## src/rtl/ahb_key_pkg.sv

```systemverilog
// ---------------------------------------------------------------------------
// ahb_key_pkg
// Shared definitions for the AHB key controller slice:
//   - word offsets (HADDR[4:2]) of the register map
//   - event FIFO entry field widths and status field positions
//   - small helpers for picking the pushed key index out of a pulse vector
// Configuration macro used by the slice: AHB_KEY_FIFO_EN (event FIFO build).
// ---------------------------------------------------------------------------
package ahb_key_pkg;

    // Word offsets as seen on HADDR[4:2]
    localparam logic [2:0] KEY_PEND_OFS  = 3'd0;  // 0x00 PEND
    localparam logic [2:0] KEY_CLR_OFS   = 3'd1;  // 0x04 CLEAR
    localparam logic [2:0] KEY_IRQEN_OFS = 3'd2;  // 0x08 IRQEN
    localparam logic [2:0] KEY_FDATA_OFS = 3'd3;  // 0x0C FIFO_DATA
    localparam logic [2:0] KEY_FSTAT_OFS = 3'd4;  // 0x10 FIFO_STAT

    // FIFO entry: [4] valid, [3:0] key index
    localparam int KEY_IDX_W     = 4;
    localparam int KEY_ENTRY_W   = KEY_IDX_W + 1;
    localparam int KEY_VALID_BIT = 4;

    // FIFO_STAT: [5:0] count, [8] overflow
    localparam int KEY_CNT_W     = 6;
    localparam int KEY_OVF_BIT   = 8;

    // Index of the lowest set bit; 0 when no bit is set
    function automatic logic [KEY_IDX_W-1:0] first_set_idx(input logic [15:0] vec);
        logic [KEY_IDX_W-1:0] idx;
        idx = 4'd0;
        for (int i = 15; i >= 0; i--) begin
            idx = vec[i] ? 4'(i) : idx;
        end
        return idx;
    endfunction

    // True when more than one bit of the vector is set
    function automatic logic multi_hot(input logic [15:0] vec);
        return (vec & (vec - 16'd1)) != 16'd0;
    endfunction

endpackage

```

## src/rtl/key_evt_fifo.sv

```systemverilog
// ---------------------------------------------------------------------------
// key_evt_fifo
// Synchronous FIFO recording key-press indices in arrival order.
// A push while full is dropped (drop strobe) unless a pop frees a slot in the
// same cycle. A pop while empty is ignored and leaves the pointers alone.
// Only instantiated when AHB_KEY_FIFO_EN is defined.
// Ports:
//   HCLK, HRESETn   clock, asynchronous active-low reset
//   push, push_data enqueue request and key index
//   pop             dequeue request
//   head_data       entry at the head of the queue
//   count           number of stored entries (0..DEPTH)
//   full, empty     occupancy flags
//   drop            push rejected this cycle because the FIFO was full
// ---------------------------------------------------------------------------
module key_evt_fifo
    import ahb_key_pkg::*;
#(
    parameter int DEPTH = 8,
    parameter int W     = KEY_IDX_W
) (
    input  logic                     HCLK,
    input  logic                     HRESETn,
    input  logic                     push,
    input  logic [W-1:0]             push_data,
    input  logic                     pop,
    output logic [W-1:0]             head_data,
    output logic [$clog2(DEPTH):0]   count,
    output logic                     full,
    output logic                     empty,
    output logic                     drop
);

    localparam int AW = $clog2(DEPTH);
    localparam int CW = AW + 1;

    logic [W-1:0]  mem_r [DEPTH];
    logic [AW-1:0] wr_ptr_r;
    logic [AW-1:0] rd_ptr_r;
    logic [CW-1:0] count_r;
    logic          full_s;
    logic          empty_s;
    logic          rd_ok_s;
    logic          wr_ok_s;

    assign full_s  = (count_r == CW'(DEPTH));
    assign empty_s = (count_r == {CW{1'b0}});
    assign rd_ok_s = pop & ~empty_s;
    // a same-cycle pop frees a slot, so a push into a full FIFO still lands
    assign wr_ok_s = push & (~full_s | rd_ok_s);

    assign head_data = mem_r[rd_ptr_r];
    assign count     = count_r;
    assign full      = full_s;
    assign empty     = empty_s;
    assign drop      = push & full_s & ~rd_ok_s;

    // Entry storage; contents are meaningless until the pointers say otherwise
    always_ff @(posedge HCLK) begin
        if (wr_ok_s) begin
            mem_r[wr_ptr_r] <= push_data;
        end
    end

    // Pointer and occupancy tracking; DEPTH is a power of two so pointers wrap naturally
    always_ff @(posedge HCLK or negedge HRESETn) begin
        if (!HRESETn) begin
            wr_ptr_r <= {AW{1'b0}};
            rd_ptr_r <= {AW{1'b0}};
            count_r  <= {CW{1'b0}};
        end else begin
            if (wr_ok_s) begin
                wr_ptr_r <= wr_ptr_r + AW'(1'b1);
            end
            if (rd_ok_s) begin
                rd_ptr_r <= rd_ptr_r + AW'(1'b1);
            end
            case ({wr_ok_s, rd_ok_s})
                2'b10:   count_r <= count_r + CW'(1'b1);
                2'b01:   count_r <= count_r - CW'(1'b1);
                default: count_r <= count_r;
            endcase
        end
    end

endmodule

```

## src/rtl/ahb_key_ctrl.sv

```systemverilog
// ---------------------------------------------------------------------------
// ahb_key_ctrl
// AHB-Lite slave collecting debounced key press pulses into sticky pending
// bits with a maskable, registered level interrupt, plus an optional event
// FIFO recording press order (built when AHB_KEY_FIFO_EN is defined).
// Ports:
//   HCLK, HRESETn          bus clock, asynchronous active-low reset
//   HSEL, HADDR, HTRANS,   AHB-Lite address phase (only HADDR[4:2] decoded,
//   HWRITE, HSIZE, HREADY  HSIZE ignored)
//   HWDATA                 write data (data phase)
//   HREADYOUT, HRESP       always ready, always OKAY
//   HRDATA                 read data (data phase, combinational)
//   key_pulse              one-cycle press pulses, one per key
//   key_irq                level interrupt, |(PEND & IRQEN), registered
// Register map: 0x00 PEND (RO), 0x04 CLEAR (W1C), 0x08 IRQEN (RW),
//               0x0C FIFO_DATA (read pops), 0x10 FIFO_STAT (count, ovf W1C)
// ---------------------------------------------------------------------------
module ahb_key_ctrl
    import ahb_key_pkg::*;
#(
    parameter int KEY_NUM    = 4,
    parameter int FIFO_DEPTH = 8
) (
    input  logic               HCLK,
    input  logic               HRESETn,
    input  logic               HSEL,
    input  logic [31:0]        HADDR,
    input  logic [1:0]         HTRANS,
    input  logic               HWRITE,
    input  logic [2:0]         HSIZE,
    input  logic [31:0]        HWDATA,
    input  logic               HREADY,
    output logic               HREADYOUT,
    output logic               HRESP,
    output logic [31:0]        HRDATA,
    input  logic [KEY_NUM-1:0] key_pulse,
    output logic               key_irq
);

    logic               wr_en_r;
    logic               rd_en_r;
    logic [2:0]         addr_r;
    logic [KEY_NUM-1:0] pend_r;
    logic [KEY_NUM-1:0] irqen_r;
    logic               key_irq_r;
    logic               wr_clr_s;
    logic               wr_irqen_s;
    logic [KEY_NUM-1:0] clr_mask_s;
    logic [31:0]        fdata_s;
    logic [31:0]        fstat_s;
    logic [31:0]        rdata_s;
    logic               unused_s;

    assign HREADYOUT = 1'b1;
    assign HRESP     = 1'b0;
    assign HRDATA    = rdata_s;
    assign key_irq   = key_irq_r;

    // Bus inputs that carry no information for this slave
    assign unused_s = ^{HSIZE, HADDR[31:5], HADDR[1:0], HTRANS[0], HWDATA};

    // Address phase capture; the data phase uses these on the following cycle
    always_ff @(posedge HCLK or negedge HRESETn) begin
        if (!HRESETn) begin
            wr_en_r <= 1'b0;
            rd_en_r <= 1'b0;
            addr_r  <= 3'd0;
        end else if (HREADY) begin
            wr_en_r <= HSEL & HTRANS[1] & HWRITE;
            rd_en_r <= HSEL & HTRANS[1] & ~HWRITE;
            addr_r  <= HADDR[4:2];
        end
    end

    assign wr_clr_s   = wr_en_r & (addr_r == KEY_CLR_OFS);
    assign wr_irqen_s = wr_en_r & (addr_r == KEY_IRQEN_OFS);
    assign clr_mask_s = wr_clr_s ? HWDATA[KEY_NUM-1:0] : {KEY_NUM{1'b0}};

    // Pending bits: clear first, then OR in new pulses so a same-cycle set wins
    always_ff @(posedge HCLK or negedge HRESETn) begin
        if (!HRESETn) begin
            pend_r <= {KEY_NUM{1'b0}};
        end else begin
            pend_r <= (pend_r & ~clr_mask_s) | key_pulse;
        end
    end

    // Interrupt mask register
    always_ff @(posedge HCLK or negedge HRESETn) begin
        if (!HRESETn) begin
            irqen_r <= {KEY_NUM{1'b0}};
        end else if (wr_irqen_s) begin
            irqen_r <= HWDATA[KEY_NUM-1:0];
        end
    end

    // Registered level interrupt, one edge behind the pending/mask state
    always_ff @(posedge HCLK or negedge HRESETn) begin
        if (!HRESETn) begin
            key_irq_r <= 1'b0;
        end else begin
            key_irq_r <= |(pend_r & irqen_r);
        end
    end

`ifdef AHB_KEY_FIFO_EN
    logic [KEY_IDX_W-1:0]         push_idx_s;
    logic [KEY_IDX_W-1:0]         head_s;
    logic [$clog2(FIFO_DEPTH):0]  cnt_s;
    logic                         push_s;
    logic                         pop_s;
    logic                         multi_s;
    logic                         drop_s;
    logic                         full_s;
    logic                         empty_s;
    logic                         ovf_set_s;
    logic                         ovf_clr_s;
    logic                         ovf_r;
    logic                         unused_fifo_s;

    // Only the lowest-index pulse is queued; the rest only flag overflow
    assign push_idx_s    = first_set_idx(16'(key_pulse));
    assign push_s        = |key_pulse;
    assign multi_s       = multi_hot(16'(key_pulse));
    // The FIFO itself ignores a pop while empty
    assign pop_s         = rd_en_r & (addr_r == KEY_FDATA_OFS);
    assign ovf_set_s     = drop_s | multi_s;
    assign ovf_clr_s     = wr_en_r & (addr_r == KEY_FSTAT_OFS) & HWDATA[KEY_OVF_BIT];
    assign unused_fifo_s = full_s;

    key_evt_fifo #(
        .DEPTH (FIFO_DEPTH),
        .W     (KEY_IDX_W)
    ) u_fifo (
        .HCLK      (HCLK),
        .HRESETn   (HRESETn),
        .push      (push_s),
        .push_data (push_idx_s),
        .pop       (pop_s),
        .head_data (head_s),
        .count     (cnt_s),
        .full      (full_s),
        .empty     (empty_s),
        .drop      (drop_s)
    );

    // Sticky overflow flag; a new overflow event beats a same-cycle clear
    always_ff @(posedge HCLK or negedge HRESETn) begin
        if (!HRESETn) begin
            ovf_r <= 1'b0;
        end else if (ovf_set_s) begin
            ovf_r <= 1'b1;
        end else if (ovf_clr_s) begin
            ovf_r <= 1'b0;
        end
    end

    assign fdata_s = empty_s ? 32'd0 : 32'({1'b1, head_s});
    assign fstat_s = 32'({ovf_r, 2'b00, KEY_CNT_W'(cnt_s)});
`else
    assign fdata_s = 32'd0;
    assign fstat_s = 32'd0;
`endif

    // Data-phase read mux from the registered address and current state
    always_comb begin
        rdata_s = 32'd0;
        if (rd_en_r) begin
            case (addr_r)
                KEY_PEND_OFS:  rdata_s = 32'(pend_r);
                KEY_IRQEN_OFS: rdata_s = 32'(irqen_r);
                KEY_FDATA_OFS: rdata_s = fdata_s;
                KEY_FSTAT_OFS: rdata_s = fstat_s;
                default:       rdata_s = 32'd0;
            endcase
        end else begin
            rdata_s = 32'd0;
        end
    end

endmodule
```

## config.mk

```make
export PLATFORM = sky130hd
export DESIGN_NAME = ahb_key_ctrl
export DESIGN_NICKNAME = d
export VERILOG_FILES = /design/src/rtl/ahb_key_pkg.sv /design/src/rtl/key_evt_fifo.sv /design/src/rtl/ahb_key_ctrl.sv
export SDC_FILE = /design/constraint.sdc
export NUM_CORES = 1
export LEC_CHECK = 0
export BUFFER_PORTS_ARGS = -buffer_cell sky130_fd_sc_hd__buf_2
export CORE_ASPECT_RATIO = 0.6
export CORE_MARGIN = 4
export CORE_UTILIZATION = 34
export DETAILED_ROUTE_END_ITERATION = 16
export PLACE_DENSITY = 0.84
export RECOVER_POWER = 100
export SYNTH_ARGS = -nofsm -noshare
export SYNTH_HDL_FRONTEND = slang
export SYNTH_SLANG_ARGS = --single-unit
```

## constraint.sdc

```tcl
create_clock -name HCLK -period 2.68 [get_ports HCLK]
set_input_delay 0.268 -clock HCLK [delete_from_list [all_inputs] [get_ports HCLK]]
set_output_delay 0.268 -clock HCLK [all_outputs]
set_load 0.1 [all_outputs]
```

Yosys cells after proc, flatten, opt, wreduce, memory -nomap -nowiden
Cells that the tools add are included.

Register bits: 14. Output and inout bits: 35. Word-level logic and storage cells: 23.

Equal/unequal tests: 2. Mux-type cells: 3. Bitwise logic cells: 10. Reduce and logical (&&, ||, !) cells: 2.

Operators by type and width (count): two-way mux 32 bit (1); bitwise AND 4 bit (2); case mux 4 bit (2 select lines) (1); bitwise AND 1 bit (5); two-way mux 4 bit (1); NOT 4 bit (1); OR 4 bit (1); OR reduction 4 bit (1); == test 3 x 1 -> 1 bit, second input constant (1); == test 3 x 2 -> 1 bit, second input constant (1); logical NOT 3 bit (1); NOT 1 bit (1).

Depth between registers and ports, before layout
Depth in word-level cells: 6. Gate-level depth with buffers: 3. Mapped depth without buffers: 2.

Worst setup path before layout
No wires, ideal clock.

Path kind: reg2out. From: reg addr_r[0]. To: out HRDATA[0]. Arrival: 2.074 ns. Data required time: 2.412 ns. Slack: 0.338 ns. Cell stages (with the launch flop): 3. Buffers on the path: 0. Cell sequence: dfrtp_1 -> or3b_1 -> nor2_1.

Longest elaborated chain between the ends: 3.

Ends and longest elaborated chain: start: declaration (line ahb_key_ctrl.sv:42) `logic [2:0] addr_r;`; start signal: assignment (line ahb_key_ctrl.sv:71) `addr_r <= HADDR[4:2];`; == test 3 x 2 -> 1 bit / logical NOT 3 bit (equally long branches) (line ahb_key_ctrl.sv:169) `case (addr_r)`; case mux 4 bit (2 select lines) * (line ahb_key_ctrl.sv:169); two-way mux 32 bit * (line ahb_key_ctrl.sv:168) `if (rd_en_r) begin`; end: declaration (line ahb_key_ctrl.sv:35) `output logic [31:0] HRDATA,`.

Every way passes the cells marked *; elsewhere a longest branch is shown, timed or not.

Worst setup path in the final report
From: reg addr_r[0]. To: out HRDATA[1].

The elaborated chain is that of the path after synthesis.

==> flow_metrics.env <==
export IMPL_grt_start_max_net_pins=15
export IMPL_critical_path_arrival_ns=1.78
export IMPL_r2r_start="addr_r[1]"
export IMPL_layout_worst_path_cycle_share_pct=76.5
export IMPL_antenna_found_initial=0
export IMPL_seqCellArea_sq_um=350
export IMPL_leakage_nw=0.497
export IMPL_ir_drop_uv=230
export IMPL_ctsHtreeMaxLevel=1
export IMPL_r2r_cells=2
export IMPL_die_width_um=73.9
export IMPL_final_common_cell="conb_1"
export IMPL_grt_pass1_vias=525
export IMPL_synth_cell_types=18
export IMPL_worstSetupEndpoint="HRDATA[1]"
export IMPL_clk_latency_ns=0.24
export IMPL_post_cts_resized=0
export IMPL_synth_area_per_cell_sq_um=10.3
export IMPL_cap_violations=0
export IMPL_fp_dieArea_sq_mm=0.00352
export IMPL_crit_start="addr_r[0]"
export IMPL_num_vias=566
export IMPL_drtIter0Drc=3
export IMPL_numPortBuffers=21
export IMPL_setup_tns_ns=0
export IMPL_tightestPinTransition_ns=1.17
export IMPL_final_cell_mix="conb_1, buf_2, dfrtp_1"
export IMPL_fin_ws_ns=0.629
export IMPL_final_hold_viol_count=0
export IMPL_synth_cells=86
export IMPL_critPathCaptureType="primary output"
export IMPL_yosys_area_top_type="dfrtp_1"
export IMPL_slew_headroom_pct=22.2
export IMPL_p_per_area_mw_per_mm2=845
export IMPL_drt_total_wl_mm=1.60
export IMPL_diodes=0
export IMPL_synth_top_area_share_pct=39.5
export IMPL_yosys_warnings=0
export IMPL_nets=188
export IMPL_min_path_type="in2reg"
export IMPL_rsz0062_at_grt="no"
export IMPL_area_delta_synth_final_pct=6.91
export IMPL_path_clk_slew_ns=0.06
export IMPL_syn_area_sq_um=887
export IMPL_critPathMaxFanout=4
export IMPL_drtPass1Iterations=3
export IMPL_worstReg2RegEnd="irqen_r[2]"
export IMPL_post_route_min_period_ns=2.05
export IMPL_cts_tree="yes"
export IMPL_start_util_pct=35.4
export IMPL_crit_required_ns=2.41
export IMPL_slew_violations=0
export IMPL_numClockSinks=14
export IMPL_synth_seq_area_share_pct=39.5
export IMPL_setup_viol=0
export IMPL_placed_cell_area_sq_um=901
export IMPL_cts_made_buffers=3
export IMPL_fin_worst_skew_ns=0.00175
export IMPL_multi_input_area_sq_um=368
export IMPL_hpwl_mm=1.26
export IMPL_wl_per_cell_um=11.3
export IMPL_fp_dieH_um=47.6
export IMPL_ys_ff_latch=14
export IMPL_pre_cts_ws_ns=0.968
export IMPL_core_rowCount=14
export IMPL_final_layout_size_suffix_gt1_share_pct=24.8
export IMPL_whs_ns=0.215
export IMPL_critPathKind="reg2out"
export IMPL_ios=113
export IMPL_stdcell_area_sq_um=948
export IMPL_grt_pass1_wl_mm=2.36
export IMPL_grt_use_total_pct=8.84
export IMPL_overflow=0
export IMPL_ant_nets=0
export IMPL_synth_area_leaders="dfrtp_1, buf_4, mux2_4"
export IMPL_fmax_ghz=0.488
export IMPL_start_kind="flip-flop"
export IMPL_num_fill_cells=258
export IMPL_drc=0
export IMPL_routabilityCongestion=0.751
export IMPL_status="finished clean"
export IMPL_core_area_sq_mm=0.00250
export IMPL_r2r_setup_slack_ns=1.30
export IMPL_ctsLongestPathBuffers=2
export IMPL_vias_per_cell=4.01
export IMPL_root_buffer="clkbuf_8"
## report_power, final
| group | total, mW | switching (mW) | internal, mW |
|---|---|---|---|
| registers | 0.271 | 0.0261 | 0.245 |
| logic | 0.327 | 0.278 | 0.0493 |
| clock network | 0.203 | 0.0727 | 0.130 |
## how the worst min path moves through the flow
stage,from,to,slack (ns),depth (start not counted)
floorplan,HRESETn,addr_r[0],-0.03,0
global placement,HRESETn,pend_r[2],0.17,1
detailed placement,HRESETn,pend_r[3],0.18,1
CTS,HWDATA[1],pend_r[1],0.21,2
global route,HWDATA[0],pend_r[0],0.23,2
finish,HWDATA[1],pend_r[1],0.22,2
## worst max-delay path, cell delays in order, from the launching register on
cell and delay (ns):
dfrtp_1 0.40, or3b_1 0.47, nor2_1 0.18, clkbuf_2 0.48
## flip-flops by register name, indices dropped and copies added, names as in the netlist
signal   cells
irqen_r      4
pend_r       4
addr_r       3
key_irq      1
rd_en_r      1
wr_en_r      1
## kinds of logic after synthesis
kind of cell | count (synthesis) | synth area share, %
compound gates | 8 | 5.64
buf+inv | 37 | 29.2
flops | 14 | 39.5
mux | 11 | 15.1
other cells | 2 | 0.847
simple gates | 14 | 9.73
## final cells by class
type                            instances  area share (%)
Tap cell                               32            4.22
Sequential cell                        14            36.9
Multi-Input combinational cell         63            38.8
Inverter                                6            2.37
Timing Repair Buffer                   22            11.9
Clock buffer                            4            5.80
## repair_timing
item,in CTS,in global routing
buffers inserted,0,0
hold buffers,1,0
hold endpoints to repair,14,0
setup endpoints to repair,0,0
## metal layers
metal / vias up / share of wire [%] / track usage, % / wire length, um
li1: 272 / - / - / -
met1: 267 / 41 / 11.2 / 659
met2: 23 / 50 / 15.0 / 796
met3: 4 / 7.2 / 2.31 / 115
met4: 0 / 1.7 / 3.25 / 27
met5: - / 0 / 0 / 0
## metrics by stage
stage	total power, mW	util (%)	instances
final	0.801	37.9	141
after global routing	0.833	37.9	141
after CTS	0.822	38.6	141
after detailed placement	0.616	36.0	136
after global placement	0.609	36.0	136
after floorplan	0.612	-	114
## synthesized netlist by cell type
master,n
and4bb_2,1
mux2_4,4
nand4_1,1
nand4b_1,1
and4bb_4,1
nand2_1,1
mux2i_1,4
buf_6,1
conb_1,2
dfrtp_1,14
or3b_1,1
mux2_2,3
nor2_1,8
buf_4,30
a31oi_1,4
inv_1,6
a22oi_1,2
o21ai_0,2
Note: power is estimated with default switching activity, not from simulation.
